File: config.mk
export PLATFORM = sky130hd
export DESIGN_NAME = slave_serial_port_flat
export DESIGN_NICKNAME = d
export VERILOG_FILES = /design/src/rtl/slave_serial_port_if.sv /design/src/rtl/slave_serial_port.sv /design/src/flat_wrapper.sv
export SDC_FILE = /design/constraint.sdc
export NUM_CORES = 1
export LEC_CHECK = 0
export CELL_PAD_IN_SITES_DETAIL_PLACEMENT = 0
export CELL_PAD_IN_SITES_GLOBAL_PLACEMENT = 1
export CORE_MARGIN = 4
export CORE_UTILIZATION = 38
export CTS_CLUSTER_SIZE = 30
export DETAILED_ROUTE_END_ITERATION = 7
export GPL_TIMING_DRIVEN = 0
export PLACE_DENSITY_LB_ADDON = 0.1
export SLEW_MARGIN = 10
export SYNTH_ARGS = -nofsm -noshare
export SYNTH_HDL_FRONTEND = slang
export SYNTH_SLANG_ARGS = --single-unit
export TNS_END_PERCENT = 10
File: constraint.sdc
create_clock -name clk -period 2.1 [get_ports clk]
set_input_delay 0.21 -clock clk [delete_from_list [all_inputs] [get_ports clk]]
set_output_delay 0.21 -clock clk [all_outputs]
set_load 0.1 [all_outputs]
File: src/rtl/slave_serial_port_if.sv
// Serial bus between a master and one slave port.
interface slave_serial_port_if;
  logic mvalid;
  logic mwdata;
  logic mmode;
  logic sready;
  logic svalid;
  logic srdata;

  modport master (
    output mvalid, mwdata, mmode,
    input  sready, svalid, srdata
  );

  modport slave (
    input  mvalid, mwdata, mmode,
    output sready, svalid, srdata
  );
endinterface

File: src/rtl/slave_serial_port.sv
// Slave-side serial port: deserialises address/write data into a memory
// request and serialises read data back to the master, LSB first.
module slave_serial_port #(
  parameter int unsigned ADDR_WIDTH = 12,
  parameter int unsigned DATA_WIDTH = 8
) (
  input  logic                  clk,
  input  logic                  rst,
  slave_serial_port_if.slave    sbus,
  output logic                  mem_wen,
  output logic                  mem_ren,
  output logic [ADDR_WIDTH-1:0] mem_addr,
  output logic [DATA_WIDTH-1:0] mem_wdata,
  input  logic [DATA_WIDTH-1:0] mem_rdata,
  input  logic                  mem_rvalid
);

  localparam int unsigned MAX_W = (ADDR_WIDTH > DATA_WIDTH) ? ADDR_WIDTH : DATA_WIDTH;
  localparam int unsigned CNT_W = $clog2(MAX_W + 1);
  localparam logic [CNT_W-1:0] CNT_ONE   = CNT_W'(1);
  localparam logic [CNT_W-1:0] ADDR_LAST = CNT_W'(ADDR_WIDTH - 1);
  localparam logic [CNT_W-1:0] DATA_LAST = CNT_W'(DATA_WIDTH - 1);
  localparam logic [1:0]       RD_ACCEPT = 2'd2;

  typedef enum logic [2:0] {IDLE, ADDR, WDATA, WRITE, READ, RDATA} state_t;

  state_t                state_q, state_d;
  logic [CNT_W-1:0]      cnt_q, cnt_d;
  logic [1:0]            rd_cnt_q, rd_cnt_d;
  logic                  mode_q;
  logic [ADDR_WIDTH-1:0] addr_q;
  logic [DATA_WIDTH-1:0] wdata_q;
  logic [DATA_WIDTH-1:0] tx_q;
  logic                  shift_addr, shift_data, load_tx, shift_tx;

  // State, bit counter and read-cycle counter registers
  always_ff @(posedge clk or posedge rst) begin
    if (rst) begin
      state_q  <= IDLE;
      cnt_q    <= '0;
      rd_cnt_q <= '0;
    end else begin
      state_q  <= state_d;
      cnt_q    <= cnt_d;
      rd_cnt_q <= rd_cnt_d;
    end
  end

  // Next-state, counter and datapath-control decode
  always_comb begin
    state_d    = state_q;
    cnt_d      = cnt_q;
    rd_cnt_d   = '0;
    shift_addr = 1'b0;
    shift_data = 1'b0;
    load_tx    = 1'b0;
    shift_tx   = 1'b0;
    case (state_q)
      IDLE: begin
        if (sbus.mvalid) begin
          shift_addr = 1'b1;
          cnt_d      = CNT_ONE;
          state_d    = ADDR;
        end
      end
      ADDR: begin
        if (sbus.mvalid) begin
          shift_addr = 1'b1;
          if (cnt_q == ADDR_LAST) begin
            cnt_d   = '0;
            state_d = mode_q ? WDATA : READ;
          end else begin
            cnt_d = cnt_q + CNT_ONE;
          end
        end
      end
      WDATA: begin
        if (sbus.mvalid) begin
          shift_data = 1'b1;
          if (cnt_q == DATA_LAST) begin
            cnt_d   = '0;
            state_d = WRITE;
          end else begin
            cnt_d = cnt_q + CNT_ONE;
          end
        end
      end
      WRITE: begin
        state_d = IDLE;
      end
      READ: begin
        // rvalid before the third READ cycle cannot belong to this request
        rd_cnt_d = (rd_cnt_q == RD_ACCEPT) ? RD_ACCEPT : rd_cnt_q + 2'd1;
        if ((rd_cnt_q == RD_ACCEPT) && mem_rvalid) begin
          load_tx  = 1'b1;
          cnt_d    = '0;
          rd_cnt_d = '0;
          state_d  = RDATA;
        end
      end
      RDATA: begin
        shift_tx = 1'b1;
        if (cnt_q == DATA_LAST) begin
          cnt_d   = '0;
          state_d = IDLE;
        end else begin
          cnt_d = cnt_q + CNT_ONE;
        end
      end
      default: begin
        state_d = IDLE;
      end
    endcase
  end

  // Mode latch and address/write-data/read-data shift registers
  always_ff @(posedge clk or posedge rst) begin
    if (rst) begin
      mode_q  <= 1'b0;
      addr_q  <= '0;
      wdata_q <= '0;
      tx_q    <= '0;
    end else begin
      if ((state_q == IDLE) && sbus.mvalid) begin
        mode_q <= sbus.mmode;
      end
      if (shift_addr) begin
        addr_q <= {sbus.mwdata, addr_q[ADDR_WIDTH-1:1]};
      end
      if (shift_data) begin
        wdata_q <= {sbus.mwdata, wdata_q[DATA_WIDTH-1:1]};
      end
      if (load_tx) begin
        tx_q <= mem_rdata;
      end else if (shift_tx) begin
        tx_q <= {1'b0, tx_q[DATA_WIDTH-1:1]};
      end
    end
  end

  assign sbus.sready = (state_q == IDLE);
  assign sbus.svalid = (state_q == RDATA);
  assign sbus.srdata = tx_q[0];
  assign mem_wen     = (state_q == WRITE);
  assign mem_ren     = (state_q == READ);
  assign mem_addr    = addr_q;
  assign mem_wdata   = wdata_q;

endmodule
File: src/flat_wrapper.sv
// flat-port wrapper written by rule: the top's interface ports become plain ports
module slave_serial_port_flat 
#(
  parameter int unsigned ADDR_WIDTH = 12,
  parameter int unsigned DATA_WIDTH = 8
)
  (clk, rst, mem_wen, mem_ren, mem_addr, mem_wdata, mem_rdata, mem_rvalid, sbus_mvalid, sbus_mwdata, sbus_mmode, sbus_sready, sbus_svalid, sbus_srdata);
  slave_serial_port_if sbus_i ();
  input  logic clk;
  input  logic rst;
  output logic mem_wen;
  output logic mem_ren;
  output logic [ADDR_WIDTH-1:0] mem_addr;
  output logic [DATA_WIDTH-1:0] mem_wdata;
  input  logic [DATA_WIDTH-1:0] mem_rdata;
  input  logic mem_rvalid;
  input wire logic [$bits(sbus_i.mvalid)-1:0] sbus_mvalid;
  input wire logic [$bits(sbus_i.mwdata)-1:0] sbus_mwdata;
  input wire logic [$bits(sbus_i.mmode)-1:0] sbus_mmode;
  output wire logic [$bits(sbus_i.sready)-1:0] sbus_sready;
  output wire logic [$bits(sbus_i.svalid)-1:0] sbus_svalid;
  output wire logic [$bits(sbus_i.srdata)-1:0] sbus_srdata;
  assign sbus_i.mvalid = sbus_mvalid;
  assign sbus_i.mwdata = sbus_mwdata;
  assign sbus_i.mmode = sbus_mmode;
  assign sbus_sready = sbus_i.sready;
  assign sbus_svalid = sbus_i.svalid;
  assign sbus_srdata = sbus_i.srdata;
  slave_serial_port #(.ADDR_WIDTH(ADDR_WIDTH), .DATA_WIDTH(DATA_WIDTH)) u_core (.clk(clk), .rst(rst), .sbus(sbus_i), .mem_wen(mem_wen), .mem_ren(mem_ren), .mem_addr(mem_addr), .mem_wdata(mem_wdata), .mem_rdata(mem_rdata), .mem_rvalid(mem_rvalid));
endmodule
* Yosys cells after proc, flatten, opt, wreduce, memory -nomap -nowiden *
Cells that the tools add are included.

cells by class
  reductions and logical operators = 8
  muxes and demuxes = 27
  $add $sub $neg = 2
  eq/ne operators = 15

operators with widths
  operator             number
  $mux 3               8
  $mux 4               6
  $pmux 4 s5           1
  $mux 8               2
  $pmux 3 s5           1
  $ne 2x1->1 const B   4
  $reduce_and 7->1     1
  $eq 3x2->1 const B   2
  $eq 3x3->1 const B   2
  $mux 1               6
  $mux 2               3
  $ne 2x2->1 const B   3
  $reduce_and 5->1     1
  $reduce_bool 5->1    1
  $add 4x1->4 const B  1
  $eq 4x3->1 const B   1
  $eq 4x4->1 const B   1
  $eq 3x1->1 const B   1
  $logic_not 3->1      1
  $add 2x1->2 const B  1
  $eq 2x2->1 const B   1
  $logic_and 1x1->1    2
  $reduce_bool 2->1    1
  $reduce_or 2->1      1

storage, ports and cells
  input port bits = 14
  output and inout port bits = 25
  register bits = 38

* Depth between registers and ports, before layout *
Gate-level depths: netlist (run 1).

  word-level depth = 5
  depth in mapped cells = 6
  depth with buffers taken out = 5

* Worst setup path after synthesis (run 1) *
Ideal clock, no wire load.

  path kind = reg2reg
  start point = register u_core.state_q[1]
  end point = register u_core.cnt_q[0]
  stages on the path, launching flop included = 5
  path buffers = 1
  setup time = 0.083 ns
  path slack = -0.973 ns
  arrival = 2.990 ns
  data required time = 2.017 ns
  cell sequence = dfrtp_1 buf_2 nor3_1 a311oi_1 a21oi_1

on the way
  cells in the longest elaborated chain, start to end = 3
  elaborated cells between the ends (all ways) = 12

RTL lines
  what                                                                     line                     text
  start: declaration                                                       slave_serial_port.sv:27  state_t state_q, state_d;
  start signal: assignment                                                 slave_serial_port.sv:43  state_q <= state_d;
  $logic_not 3->1 (*)                                                      -
  via sbus_sready                                                          flat_wrapper.sv:20       output wire logic [$bits(sbus_i.sready)-1:0] sbus_sready;
  $reduce_bool 5->1 (no source line) / $ne 2x2->1 (equally long branches)  -
  $reduce_and 5->1 (no source line)                                        -
  end signal: assignment                                                   slave_serial_port.sv:44  cnt_q <= cnt_d;
  end: declaration                                                         slave_serial_port.sv:28  logic [CNT_W-1:0] cnt_q, cnt_d;

The timed path passes the listed nets; every way through them passes the cells marked *.
A chain may end at the register's enable or synchronous reset.

* Worst setup path after layout (run 1) *
  start point = register u_core.addr_q[5], in the netlist u_core.mem_addr[5]
  end point = output port mem_addr[5]

RTL lines
  what                      line                      text
  start: declaration        slave_serial_port.sv:31   logic [ADDR_WIDTH-1:0] addr_q;
  start signal: assignment  slave_serial_port.sv:128  addr_q <= {sbus.mwdata, addr_q[ADDR_WIDTH-1:1]};
  end: declaration          flat_wrapper.sv:13        output logic [ADDR_WIDTH-1:0] mem_addr;

No word-level cell between the ends.

==> results.py, run 1 <==
metrics = {
    "placement": {
        "dp_hpwl_um": 2480,
        "place_congestion": 0.835,
        "io_buffers": 38,
        "post_dp_cell_area_um2": 2170,
    },
    "worst_hold_path": {
        "hold_class": "in2async",
    },
    "synthesis": {
        "synth_edf_count": 0,
        "synth_top_flop_cell": "dfrtp_1",
        "postSynthCellCount": 150,
        "synth_top_cell_area_share_pct": 55.6,
        "synth_area_leader_cell": "dfrtp_1",
        "async_flop_share_pct": 100,
        "syn_area_um2": 1710,
        "ys_seq_area_share_pct": 55.6,
        "synth_cell_types": 33,
        "postSynthAreaPerCell_um2": 11.4,
        "ys_seq_elements": 38,
        "syn_nets": 165,
        "synth_area_leaders": "dfrtp_1, mux2_2, nand2_1, a22oi_1, nor2_1",
        "ys_warn_count": 0,
    },
    "worst_setup_path": {
        "cp_slowest_cell": "clkdlybuf4s50_1",
        "reg2reg_slack_ns": 0.36,
        "path_delay_family": "buffers and inverters",
        "endpoint_kind": "output pin",
        "path_max_fanout": 3,
        "path_buf_inv": 1,
        "cp.arrival_ns": 1.82,
        "ff2ff_path_depth": 5,
        "required_ns": 1.89,
        "reg2reg_to": "u_core.state_q[1]$_DFFE_PP0P_",
        "crit_chain": "clkdlybuf4s50_1",
        "critPathMaxStageDelay_ns": 1.15,
        "critPathKind": "reg2out",
        "reg2reg_from": "u_core.cnt_q[0]$_DFFE_PP0P_",
        "cp-start-kind": "flop",
    },
    "clocking": {
        "postCtsHoldBufs": 0,
        "clk_pin_slew_ns": 0.07,
        "cts_tree": "built",
        "clockBufferDepth": 2,
        "cts_buffers": 5,
        "ctsHtreeMaxLevel": 2,
        "cts_setup_buffers": 0,
        "clock_sinks": 38,
        "clock_latency_ns": 0.28,
        "cts-root-buf": "clkbuf_8",
    },
    "timing": {
        "finalHoldViolCount": 0,
        "tightestPinTransition_ns": 0.991,
        "max_freq_mhz": 493,
        "skew_ns": 0.00264,
        "setup_viol": 0,
        "slew_viol_final": 0,
        "min_period_ns": 2.03,
        "rsz0062_at_grt": "no",
        "slew_headroom_pct": 33.9,
        "min_period_over_period_pct": 96.7,
    },
    "floorplan": {
        "num_rows": 24,
        "core_um2": 4350,
        "die_h_um": 75.1,
        "die_w_um": 75.1,
        "io_pins": 39,
        "start_util_pct": 39.3,
        "fp.dieArea_um2": 5640,
    },
    "run": {
        "drv_cap": 0,
    },
    "final_layout": {
        "finalInstanceArea_um2": 2270,
        "fin_nets": 210,
        "drive_above_1_share_pct": 21.9,
        "num-fill-cells": 387,
        "syn_to_final_growth_pct": 32.7,
        "num_antenna_cells": 0,
    },
    "route": {
        "ant_nets": 0,
        "first_pass_iters": 4,
        "wl_met3_um": 181,
        "vias": 1277,
        "drt-total-wl_um": 3590,
        "wire_per_inst_um": 14.5,
        "wl_met1_um": 1650,
        "drtIter0Drc": 115,
        "route.met2.wl_um": 1720,
        "highest_layer": "met4",
        "drc": 0,
        "vias_per_cell": 5.15,
    },
    "global_routing": {
        "grt_max_degree": 39,
        "antenna_found_initial": 0,
        "grt_pass1_wl_um": 6050,
        "grt_overflow": 0,
        "grt_usage_pct": 14.2,
        "grt_pass1_vias": 1348,
    },
    "status": {
        "status": "completed",
    },
}
-- layout by cell type, fill, tap and decap left out, types with 2 or more instances in the layout --
cell type and instances:
nand2b_1 3, nor3_1 3, a22oi_1 9, dfrtp_1 38, clkdlybuf4s50_1 33, o21a_1 2
nor2_1 9, nor2_2 2, and3b_1 3, inv_1 4, a21oi_1 6, nand2_1 19
clkbuf_1 2, buf_2 6, nand4_1 2, o21ai_0 4, clkdlybuf4s15_2 2, mux2_2 20
clkbuf_8 5, nand3_1 2
-- cells by family (layout without fill, tap and decap cells) --
| family | after synthesis | in the layout | share of synthesized area (%) |
|---|---|---|---|
| simple gates | 50 | 50 | 15.0 |
| buf+inv | 10 | 56 | 2.56 |
| flops | 38 | 38 | 55.6 |
| fa+ha+maj | 1 | 1 | 0.731 |
| compound gates | 30 | 30 | 12.4 |
| mux | 21 | 21 | 13.7 |
-- metrics by stage --
step / util (%) / instances / setup TNS [ns] / hold slack (ns) / setup slack, ns
2_1_floorplan: - / 150 / -0.0273 / 0.327 / -0.0273
4_1_cts: 52.2 / 248 / 0 / 0.416 / 0.0120
5_1_grt: 52.2 / 248 / 0 / 0.467 / 0.0197
3_5_place_dp: 49.8 / 240 / -0.832 / 0.463 / -0.361
6_report: 52.2 / 248 / 0 / 0.392 / 0.0699
3_3_place_gp: 49.8 / 240 / -0.727 / 0.460 / -0.340
-- routing by layer --
metal / global-route usage, % / up-vias
li1: - / 625
met1: 19.2 / 617
met2: 21.0 / 31
met3: 4.94 / 4
met4: 5.34 / 0
met5: 0 / -
-- how the worst max path moves through the flow --
stage | start | endpoint | slack [ns] | depth (start not counted)
after floorplan | u_core.state_q[1]$_DFFE_PP0P_ | mem_wen | -0.03 | 3
after global placement | u_core.state_q[2]$_DFFE_PP0P_ | sbus_svalid | -0.34 | 4
after detailed placement | u_core.state_q[0]$_DFFE_PP0P_ | sbus_svalid | -0.36 | 4
after CTS | u_core.state_q[1]$_DFFE_PP0P_ | mem_ren | 0.01 | 3
after global routing | u_core.mem_addr[5]$_DFFE_PP0P_ | mem_addr[5] | 0.02 | 1
final | u_core.mem_addr[5]$_DFFE_PP0P_ | mem_addr[5] | 0.07 | 1
-- timing repair --
item | 4_1_cts | 5_1_grt
resized for setup | 15 | 3
setup endpoints to repair | 4 | 3
hold endpoints to repair | 0 | 0
-- final cells by class --
| type | instances | area (µm²) | area share [%] |
|---|---|---|---|
| clock inverter | 1 | 30.0 | 1.32 |
| multi-input combinational | 102 | 728 | 32.0 |
| buffer | 5 | 25.0 | 1.10 |
| sequential | 38 | 951 | 41.9 |
| tap | 52 | 65.1 | 2.86 |
| inverter | 5 | 18.8 | 0.826 |
| clock buffer | 7 | 76.3 | 3.36 |
| timing repair buffer | 38 | 378 | 16.6 |
-- synthesized netlist by cell type (2+ instances only) --
cell / n
inv_1: 5
nand2b_1: 3
nand2_1: 19
a21oi_1: 6
a22oi_1: 9
nor2_2: 2
nor3_1: 4
and3b_1: 3
nor2_1: 9
mux2_2: 20
o21a_1: 2
dfrtp_1: 38
o21ai_0: 4
nand3_1: 2
nand4_1: 2
buf_2: 5
-- state kept, by name, summed over array words and instances (netlist names) --
register and flops:
u_core.mem_addr 12, u_core.mem_wdata 8, u_core.tx_q 8, u_core.cnt_q 4
u_core.state_q 3, u_core.rd_cnt_q 2, u_core.mode_q 1
Power of run 1 is left out: the tool's default activity adds up to more than one toggle a clock period on the data nets, which glitch-free logic cannot reach.
==> run 2: changes to the inputs <==
--- a/config.mk
+++ b/config.mk
@@ -9,7 +9,7 @@
 export CELL_PAD_IN_SITES_GLOBAL_PLACEMENT = 1
 export CORE_MARGIN = 4
 export CORE_UTILIZATION = 38
-export CTS_CLUSTER_SIZE = 30
+export CTS_CLUSTER_SIZE = 40
 export DETAILED_ROUTE_END_ITERATION = 7
 export GPL_TIMING_DRIVEN = 0
 export PLACE_DENSITY_LB_ADDON = 0.1
==> results of run 2 <==
The final DEF is identical to that of run 1; final timing and power are the same.
Power of run 2 is left out for the same reason.
